===== config.mk =====
export PLATFORM = sky130hd
export DESIGN_NAME = hazard_ctrl
export DESIGN_NICKNAME = d
export VERILOG_FILES = /design/src/rtl/pipe_pkg.sv /design/src/rtl/mem_wait_fsm.sv /design/src/rtl/hazard_ctrl.sv
export SDC_FILE = /design/constraint.sdc
export NUM_CORES = 1
export LEC_CHECK = 0
export BUFFER_PORTS_ARGS = -buffer_cell sky130_fd_sc_hd__buf_2
export CORE_MARGIN = 1
export CORE_UTILIZATION = 44
export CTS_BUF_LIST = sky130_fd_sc_hd__clkbuf_2 sky130_fd_sc_hd__clkbuf_4 sky130_fd_sc_hd__clkbuf_8
export DETAILED_ROUTE_END_ITERATION = 6
export PLACE_DENSITY = 0.7
export SYNTH_ARGS = -nofsm -noshare
export SYNTH_HDL_FRONTEND = slang
export SYNTH_SLANG_ARGS = --single-unit
export TNS_END_PERCENT = 1

===== constraint.sdc =====
create_clock -name clk -period 3.2 [get_ports clk]
set_clock_uncertainty 0.1 [all_clocks]
set_input_delay 0.32 -clock clk [delete_from_list [all_inputs] [get_ports clk]]
set_output_delay 0.32 -clock clk [all_outputs]
set_load 0.02 [all_outputs]

===== src/rtl/pipe_pkg.sv =====
// pipe_pkg: shared forwarding selects, memory-wait states and forwarding helper
package pipe_pkg;
    localparam logic [1:0] FWD_RF = 2'b00;
    localparam logic [1:0] FWD_W  = 2'b01;
    localparam logic [1:0] FWD_M  = 2'b10;
    typedef enum logic [1:0] {IDLE, WAIT, ERR} memState_t;
    function automatic logic [1:0] fwdSel(logic wM, logic [4:0] rM, logic wW, logic [4:0] rW, logic [4:0] src);
        return (wM && rM != 5'd0 && rM == src) ? FWD_M :
               (wW && rW != 5'd0 && rW == src) ? FWD_W : FWD_RF;
    endfunction
endpackage


===== src/rtl/mem_wait_fsm.sv =====
// mem_wait_fsm: tracks outstanding data-memory waits, raises memStall and a sticky timeout
module mem_wait_fsm
    import pipe_pkg::*;
#(
    parameter int MAX_WAIT = 16
) (
    input  logic clk,
    input  logic reset,
    input  logic memReq_M,
    input  logic memReady_M,
    output logic memStall,
    output logic memTimeout
);
    localparam int CW = $clog2(MAX_WAIT + 1);
    memState_t state, stateNext;
    logic [CW-1:0] cnt, cntNext;
    always_ff @(posedge clk) begin
        if (reset) begin
            state <= IDLE;
            cnt   <= '0;
        end else begin
            state <= stateNext;
            cnt   <= cntNext;
        end
    end
    always_comb begin
        stateNext = state;
        cntNext   = cnt;
        case (state)
            IDLE: if (memReq_M && !memReady_M) begin
                stateNext = WAIT;
                cntNext   = CW'(1);
            end
            WAIT: begin
                cntNext   = memReady_M ? '0 : cnt + CW'(1);
                stateNext = memReady_M ? IDLE : (cntNext == CW'(MAX_WAIT) ? ERR : WAIT);
            end
            default: ;
        endcase
    end
    assign memStall   = (state == IDLE && memReq_M && !memReady_M) || (state == WAIT && !memReady_M) || state == ERR;
    assign memTimeout = state == ERR;
endmodule


===== src/rtl/hazard_ctrl.sv =====
// hazard_ctrl: pipeline stall/flush sequencing, EX forwarding selects and hazard perf counters
module hazard_ctrl
    import pipe_pkg::*;
#(
    parameter int MAX_WAIT = 16,
    parameter int CNT_W    = 32
) (
    input  logic             clk,
    input  logic             reset,
    input  logic [4:0]       rs_D,
    input  logic [4:0]       rt_D,
    input  logic [4:0]       rs_E,
    input  logic [4:0]       rt_E,
    input  logic [4:0]       writeReg_E,
    input  logic [4:0]       writeReg_M,
    input  logic [4:0]       writeReg_W,
    input  logic             regWrite_E,
    input  logic             regWrite_M,
    input  logic             regWrite_W,
    input  logic             memToReg_E,
    input  logic             pcSrc_E,
    input  logic             memReq_M,
    input  logic             memReady_M,
    output logic             stall_F,
    output logic             stall_D,
    output logic             stall_E,
    output logic             stall_M,
    output logic             stall_W,
    output logic             flush_D,
    output logic             flush_E,
    output logic             flush_M,
    output logic             flush_W,
    output logic [1:0]       forwardA_E,
    output logic [1:0]       forwardB_E,
    output logic             memTimeout,
    output logic [CNT_W-1:0] stallCycles,
    output logic [CNT_W-1:0] flushCount
);
    logic memStall, tmo, lu, live, ms, br, luHold;
    mem_wait_fsm #(.MAX_WAIT(MAX_WAIT)) uMemWait (
        .clk        (clk),
        .reset      (reset),
        .memReq_M   (memReq_M),
        .memReady_M (memReady_M),
        .memStall   (memStall),
        .memTimeout (tmo)
    );
    assign lu     = memToReg_E && regWrite_E && writeReg_E != 5'd0 && (writeReg_E == rs_D || writeReg_E == rt_D);
    assign live   = !reset;
    assign ms     = live && memStall;
    assign br     = live && !memStall && pcSrc_E;
    assign luHold = live && !memStall && !pcSrc_E && lu;
    assign stall_F = ms || luHold;
    assign stall_D = ms || luHold;
    assign stall_E = ms;
    assign stall_M = ms;
    assign stall_W = live && tmo;
    assign flush_D = br;
    assign flush_E = br || luHold;
    assign flush_M = 1'b0;
    // Once timed out the writeback buffer is frozen, so it must not also be bubbled
    assign flush_W = ms && !tmo;
    assign memTimeout = live && tmo;
    assign forwardA_E = live ? fwdSel(regWrite_M, writeReg_M, regWrite_W, writeReg_W, rs_E) : FWD_RF;
    assign forwardB_E = live ? fwdSel(regWrite_M, writeReg_M, regWrite_W, writeReg_W, rt_E) : FWD_RF;
    always_ff @(posedge clk) begin
        if (reset) begin
            stallCycles <= '0;
            flushCount  <= '0;
        end else begin
            if (stall_F && !(&stallCycles)) stallCycles <= stallCycles + CNT_W'(1);
            if (br && !(&flushCount)) flushCount <= flushCount + CNT_W'(1);
        end
    end
endmodule


* Word-level counts from Yosys, hierarchy flattened
Index checks and enable logic that the tools add are counted.
Storage, ports and cells: RAM bits 0, memories kept 0, logic and storage cells 72, bits in latches 0, register bits after elaboration 71, output and inout bits 78, ROM bits 0, input bits 44
Operators by class: reduce and logical (&&, ||, !) cells 42, multiplexer cells 13, order comparisons 0, shift operators 0, $mul 0, add/subtract/negate cells 3, bitwise logic cells 0, div/mod/pow operators 0, equality and inequality tests 10
Operators by type and width (count):
- $add 32x1->32 const B | 2
- $reduce_and 32->1 | 2
- $eq 5x5->1 | 6
- $logic_and 1x1->1 | 22
- $reduce_bool 5->1 | 3
- $mux 2 | 7
- $mux 5 | 2
- $pmux 5 s2 | 1
- $logic_not 1->1 | 7
- $add 5x1->5 const B | 1
- $eq 5x5->1 const B | 1
- $logic_or 1x1->1 | 5
- $pmux 2 s2 | 1
- $eq 2x1->1 const B | 1
- $eq 2x2->1 const B | 1
- $logic_not 2->1 | 1
- $mux 1 | 2
- $ne 2x1->1 const B | 1
- $reduce_and 2->1 | 1
- $reduce_bool 2->1 | 1

* Logic depth before layout (Yosys ltp)
Gate-level depths: netlist of the first run.
depth in word-level cells 11, gate-level depth with buffers 9, depth with buffers taken out 7

* Cells and area by module
A second synthesis of the first run with hierarchy kept.
Second synthesis, totals: cell total of the unflattened synthesis 491, area total of the unflattened synthesis 3996.3 sq um
Modules (own cells, without submodules):
- hazard_ctrl | times used 1, area an instance 3621.0 sq um, sequential area each 1281.2 sq um, cells an instance 446
- mem_wait_fsm | times used 1, area an instance 375.4 sq um, sequential area each 140.1 sq um, cells an instance 45

* Least setup slack after synthesis of the first run
No wires, ideal clock.
path type register -> register, start reg stallCycles[0], end reg stallCycles[31], library setup time 0.121 ns, data arrival time 2.263 ns, path buffers 2, clock period less this slack 2.484 ns, setup slack 0.716 ns, stages on the path, launching flop included 10, required time 2.979 ns, path through dfxtp_1 -> ha_1 -> and4_1 -> buf_4 -> nand4bb_4 -> or4_1 -> buf_4 -> nand4_4 -> nor4_2 -> mux2_4
On the way: word-level cells in the longest chain between the ends 3, elaborated cells on any way between the ends 4, those cells by class add/sub: 1; reduce/logical: 3
Ends and longest elaborated chain:
- from (decl) | RTL line hazard_ctrl.sv:36 | output logic [CNT_W-1:0] stallCycles,
- from (signal assigned) | RTL line hazard_ctrl.sv:71 | if (stall_F && !(&stallCycles)) stallCycles <= stallCycles + CNT_W'(1);
- branches (longest 3 deep; another with $add 32x1->32)
Parallel ways; which one is timed is not known. A chain may end at the register's enable or synchronous reset.

* Worst setup path in the final report of the first run
start reg stallCycles[0], end reg stallCycles[21]
Same word-level chain as after synthesis.

==> out/metrics.yaml, run 1 <==
irDropWorstVdd_uv: 232
synth_largest_area_cell: "dfxtp_1"
clk_pin_slew_worst_paths_ps: 70
p_sw_share_pct: 24.5
grtUsageTotal_pct: 22.0
drtIter0Drc: 129
fin_crit_sh_pct: 82.2
synthAdderAreaFrac_pct: 0.917
crit_arrival_ps: 2770
drc: 6
antennaDiodeCount: 0
rows: 34
htree_levels: 3
p_switching_uw: 448
combPwrFrac_pct: 8.9
wl_per_cell_um: 14.8
cts_buffers: 9
path_buf_inv: 0
clkPwrFrac_pct: 42.4
cts_resized: 0
die_h_um: 98.5
grt_start_max_net_pins: 40
crit_family: "simple AND/OR/NAND/NOR gates"
areaGrowthSynthToFinish_pct: 21.3
postCtsSetupRepairBufs: 0
synth_area_um2: 4090
synth-xor-area-share_pct: 13.1
status: "complete, but fails checks"
path_cells: "ha_1 -> and4_1 -> nand4bb_4 -> or4_1 -> nand3_4 -> nor3b_1 -> mux2_4"
synth_edf_count: 0
pwr_density_cell_nw_per_um2: 369
synth_area_leaders: "dfxtp_1 35%, xor2_1 6.8%, xnor2_1 6.2%"
tns_ps: 0
vias: 4006
port_buffers: 120
cts_tree: "yes"
wl_um: 10500
antenna_found_initial: 0
violations: "design-rule violations"
muxShareOfSynthArea_pct: 0.978
clock.fmax_mhz: 380
cp_slowest_cell: "or4_1"
crit_type: "flop to flop"
p_leak_nw: 1.99
ys_seq_area_share_pct: 34.7
crit_path_end_kind: "flop"
cts_root_buf: "clkbuf_8"
ctsHoldBuffers: 0
synth-async-reset-ratio_pct: 0
cts_buffer_depth: 2
io_pins: 122
setup_violations: 0
rsz0062_at_grt: "false"
pwr-share-seq_pct: 48.7
cap_violations: 0
worst_pin_slew_ps: 698
period_needed_ps: 2630
core_area_um2: 8850
hold_slack_ps: 230
hold_viol_final: 0
crit_path_start_kind: "flop"
drt-vias-per-instance: 5.63
grt_first_pass_wirelength_um: 17300
die_area_um2: 9690
grt_overflow: 0
clk_latency_ps: 350
syn-num-nets: 536
die_x_um: 98.5
synth_compound_area_share_pct: 14.5
cp_slowest_stage_delay_ps: 720
synth_top_family_by_area: "simple AND/OR/NAND/NOR gates"
yosys_warnings: 0
syn_avg_cell_area_um2: 8.37
dr.pass1.iters: 7
grt_pass1_vias: 3650
synthCells: 489
worstPathMaxFanout: 9
numClockSinks: 71
place_hpwl_um: 7830
drive_gt1_share_pct: 26.0
drtAntennaViolNets: 0
synth.distinct_cells: 54
slew-limit-headroom_pct: 53.1
synth.most_common_cell: "dfxtp_1"
synth-main-ff-cell: "dfxtp_1"
drv_slew: 0
fin_nets: 646
initial_utilization_pct: 46.3
synth_simple_gate_area_share_pct: 31.6
p_int_mw: 1.38
synth-seq-cells: 71
synth_top_area_share_pct: 34.7
synth_commonest_cells: "71 x dfxtp_1, 48 x nor2_1, 32 x xor2_1, 31 x a21oi_1, 30 x nand3_1"
gp_congestion: 0.800
hold_class: "input pin to flop"
worst-endpoint-required_ps: 3340
==> sequential cells by signal, summed over array words and instances (netlist names) <==
name / cells
flushCount: 32
stallCycles: 32
uMemWait.cnt: 5
uMemWait.state: 2
==> final timing paths <==
path              cells after the start             from  slack (ps)                end
setup / recovery                      7   stallCycles[0]         570    stallCycles[21]
hold / removal                        3         memReq_M         230  uMemWait.state[0]
setup reg to reg                      7   stallCycles[0]         570    stallCycles[21]
hold reg to reg                       2  stallCycles[11]         410    stallCycles[11]
==> worst reg2reg max path, delay by kind of cell, from the launching register on <==
family / cells / cell delay [ps]
adder cells (fa/ha/maj): 1 / 220
flip-flops: 1 / 420
multiplexers: 1 / 310
AND/OR/NAND/NOR: 5 / 1480
==> power by group through the flow <==
| stage | Sequential (mW) | Combinational [mW] | Clock (mW) |
|---|---|---|---|
| after floorplan | 0.915 | 0.0952 | 0 |
| after global placement | 0.913 | 0.160 | 0 |
| after detailed placement | 0.913 | 0.163 | 0 |
| after CTS | 0.893 | 0.164 | 0.792 |
| after global routing | 0.894 | 0.180 | 0.831 |
| final | 0.893 | 0.163 | 0.777 |
==> per-layer routing <==
layer	up-vias	track usage (%)	wire, um
li1	2009	-	-
met1	1902	27.4	4740
met2	82	37.1	5180
met3	13	5.82	432
met4	0	6.77	168
met5	-	0	0
==> per-stage QoR <==
step	cell area, um2	utilization (%)	worst slack [ps]	instances	total power [mW]
after CTS	4960	56.1	556	711	1.85
final	4960	56.1	568	711	1.83
after floorplan	4090	-	716	489	1.01
after global routing	4960	56.1	451	711	1.90
after detailed placement	4750	53.7	563	696	1.08
after global placement	4750	53.7	655	696	1.07
==> cells in the final DEF, fill, tap and decap left out, types with 2 or more instances in the layout <==
| cell type | Yosys | routed |
|---|---|---|
| a2111oi_2 | 2 | 2 |
| a21oi_1 | 31 | 30 |
| a22oi_1 | 2 | 2 |
| a31oi_2 | 2 | 2 |
| and2_1 | 8 | 8 |
| and3_1 | 12 | 12 |
| and4_1 | 7 | 7 |
| buf_2 | 7 | 120 |
| buf_4 | 6 | 5 |
| bufinv_16 | 0 | 2 |
| clkbuf_8 | 0 | 9 |
| clkinv_2 | 0 | 2 |
| dfxtp_1 | 71 | 71 |
| ha_1 | 3 | 3 |
| inv_1 | 11 | 11 |
| mux2_4 | 2 | 2 |
| nand2_1 | 28 | 28 |
| nand2b_1 | 2 | 2 |
| nand3_1 | 30 | 30 |
| nand3b_1 | 2 | 2 |
| nand4_1 | 22 | 22 |
| nand4b_1 | 2 | 2 |
| nor2_1 | 48 | 48 |
| nor2b_1 | 6 | 6 |
| nor3_1 | 10 | 10 |
| nor4_1 | 8 | 7 |
| nor4_2 | 2 | 3 |
| o211ai_1 | 2 | 2 |
| o21ai_0 | 20 | 20 |
| o311ai_0 | 5 | 5 |
| o31a_1 | 2 | 2 |
| o31ai_1 | 10 | 10 |
| o41ai_1 | 4 | 4 |
| or3_1 | 13 | 13 |
| or4_1 | 18 | 18 |
| xnor2_1 | 29 | 29 |
| xor2_1 | 32 | 32 |
==> cells by family (layout without fill, tap and decap cells) <==
kind of cell    count (synthesis)  in the layout
compound gates                 88             88
xor+xnor                       61             61
fa+ha+maj                       3              3
buf+inv                        37            151
flops                          71             71
mux                             3              3
other cells                     1              1
simple gates                  225            225
==> final cells by class <==
cell class                 count  area [um2]
fill                         853        3880
multi-input combinational    381        2520
sequential                    71        1420
timing repair buffer         125         638
tap                          108         135
clock buffer                   9         124
clock inverter                 6        86.3
inverter                      11        41.3
(Power assumes the default switching activity.)
==> run 2, diff against run 1 <==
- ABC_AREA: not set -> 1
- PLACE_DENSITY: 0.7 -> 0.68
- clock period: 3.2 -> 2.7 ns (I/O delays scaled with it)
==> run 2 against run 1 <==
Compared with the run above:
- the flow now finishes without violations
- design area grew 16%
- synthesized cell count is 68% higher
- global-route usage grew 1.1 points
- sequential share of layout area down 4.0 points
- clock-buffer cell count is 4 higher
- clock power grew 2.8%
- first-iteration DRC count increased to 2.6 times the previous value
- critical endpoint is now flushCount[5]
==> out/metrics.yaml, run 2 <==
io_pins: 122
finalInstanceArea_um2: 5770
p_leak_nw: 2.65
path_common_cell: "inv_2"
postCtsSetupRepairBufs: 0
synth_edf_count: 0
core_area_um2: 10900
cts_buffers: 9
antennaDiodeCount: 0
slew-limit-headroom_pct: 61.3
wl_um: 13000
setup_violations: 0
antenna_found_initial: 0
irDropWorstVdd_uv: 230
final_common_cell: "nand2_1"
crit_path_end_kind: "flop"
hold_slack_ps: 195
synth-main-ff-cell: "dfxtp_1"
clk_latency_ps: 360
path_cells: "ha_1 -> nand3_1 -> inv_2 -> nand2_2 -> nor2_4 -> nand3_2 -> nand2_4 -> inv_2 -> nand2_1 -> a21oi_1"
rsz0062_at_grt: "false"
areaGrowthSynthToFinish_pct: 15.6
pwr_density_cell_nw_per_um2: 364
hold_class: "input pin to flop"
syn_avg_cell_area_um2: 6.09
htree_levels: 3
initial_utilization_pct: 45.7
synth-seq-cells: 71
drc: 0
stdcell_count: 1075
cts_buffer_depth: 2
fillers: 1173
vias: 5340
synth_area_um2: 5000
synth_commonest_cells: "260 x nand2_1, 123 x nor2_1, 81 x inv_1, 72 x a21oi_1, 71 x dfxtp_1"
place_inst: 1059
period_needed_ps: 2260
cap_violations: 0
synth.distinct_cells: 33
synth.most_common_cell: "nand2_1"
worst-endpoint-required_ps: 2830
clock.fmax_mhz: 443
setup_ws_ps: 442
ys_seq_area_share_pct: 28.4
cp_slowest_stage_delay_ps: 450
cts_tree: "yes"
cts_root_buf: "clkbuf_8"
place_ws_ps: 463
drive_gt1_share_pct: 18.3
worstPathMaxFanout: 30
die_h_um: 109
hold_viol_final: 0
drtIter0Drc: 332
cp_slowest_cell: "dfxtp_1"
cts_resized: 0
drt-vias-per-instance: 4.97
power.total_mw: 2.10
wl_per_cell_um: 12.1
rows: 38
crit_type: "flop to flop"
place_hpwl_um: 9830
grtUsageTotal_pct: 23.1
ctsHoldBuffers: 0
drtAntennaViolNets: 0
grt_pass1_vias: 4703
crit_path_start_kind: "flop"
fin_util_pct: 52.8
tns_ps: 0
status: "finished clean"
fin_nets: 977
synth_largest_area_cell: "dfxtp_1"
crit_arrival_ps: 2390
grt_first_pass_wirelength_um: 21700
dr.pass1.iters: 5
grt_start_max_net_pins: 40
dpl_cell_area_um2: 5600
synth-async-reset-ratio_pct: 0
die_x_um: 109
drv_slew: 0
grt_overflow: 0
numClockSinks: 71
die_area_um2: 11800
synth_area_leaders: "dfxtp_1 28%, nand2_1 20%, nor2_1 9.2%"
fin_crit_sh_pct: 83.6
mostFrequentLayoutCells: "259 x nand2_1, 123 x nor2_1, 120 x buf_2, 81 x inv_1, 72 x a21oi_1"
port_buffers: 120
syn-num-nets: 867
synth_top_area_share_pct: 28.4
top_regs: "flushCount (32), stallCycles (32), uMemWait.cnt (5)"
worst_pin_slew_ps: 572
clk_pin_slew_worst_paths_ps: 80
gp_congestion: 0.856
synthCells: 820
yosys_warnings: 0
-- run 2: worst paths after layout --
| check | start | to | slack, ps | cells after the start |
|---|---|---|---|---|
| max | flushCount[0] | flushCount[5] | 440 | 10 |
| min | memReady_M | uMemWait.cnt[1] | 200 | 4 |
| max reg2reg | flushCount[0] | flushCount[5] | 440 | 10 |
| min reg2reg | uMemWait.state[0] | uMemWait.state[0] | 380 | 2 |
-- run 2: layout make-up --
type / count / area, um2 / share of cell area [%]
inverter: 86 / 323 / 5.59
tap: 140 / 175 / 3.03
sequential: 71 / 1420 / 24.6
clock inverter: 3 / 18.8 / 0.325
clock buffer: 13 / 160 / 2.77
timing repair buffer: 126 / 658 / 11.4
multi-input combinational: 636 / 3020 / 52.3
-- run 2: logic make-up after synthesis --
group / Yosys count / synth area share, %
xor+xnor: 38 / 6.66
simple gates: 511 / 44.2
buf+inv: 113 / 11.2
flops: 71 / 28.4
compound gates: 83 / 8.64
other cells: 1 / 0.0751
fa+ha+maj: 3 / 0.751
-- run 2: metal layers --
metal  track usage, %  vias to the layer above  part of all wire (%)
met2             38.0                      137                    47
met4             7.63                        0                  0.86
met3             3.98                        8                   5.0
met1             30.3                     2384                    47
met5                0                        -                     0
li1                 -                     2811                     -
-- run 2: report_power, final --
group	internal [mW]	switching, mW	total [mW]	leakage (nW)
clock network	0.389	0.410	0.799	0.0976
registers	1.05	0.00864	1.06	0.573
logic	0.0894	0.154	0.243	1.97
total	1.53	0.573	2.10	2.65
-- run 2: worst max-delay path: cells and delay by family, from the launching register on --
kind	cells	cell delay (ps)
fa+ha+maj	1	290
simple gates	6	830
compound gates	1	60
buf+inv	2	370
flops	1	450
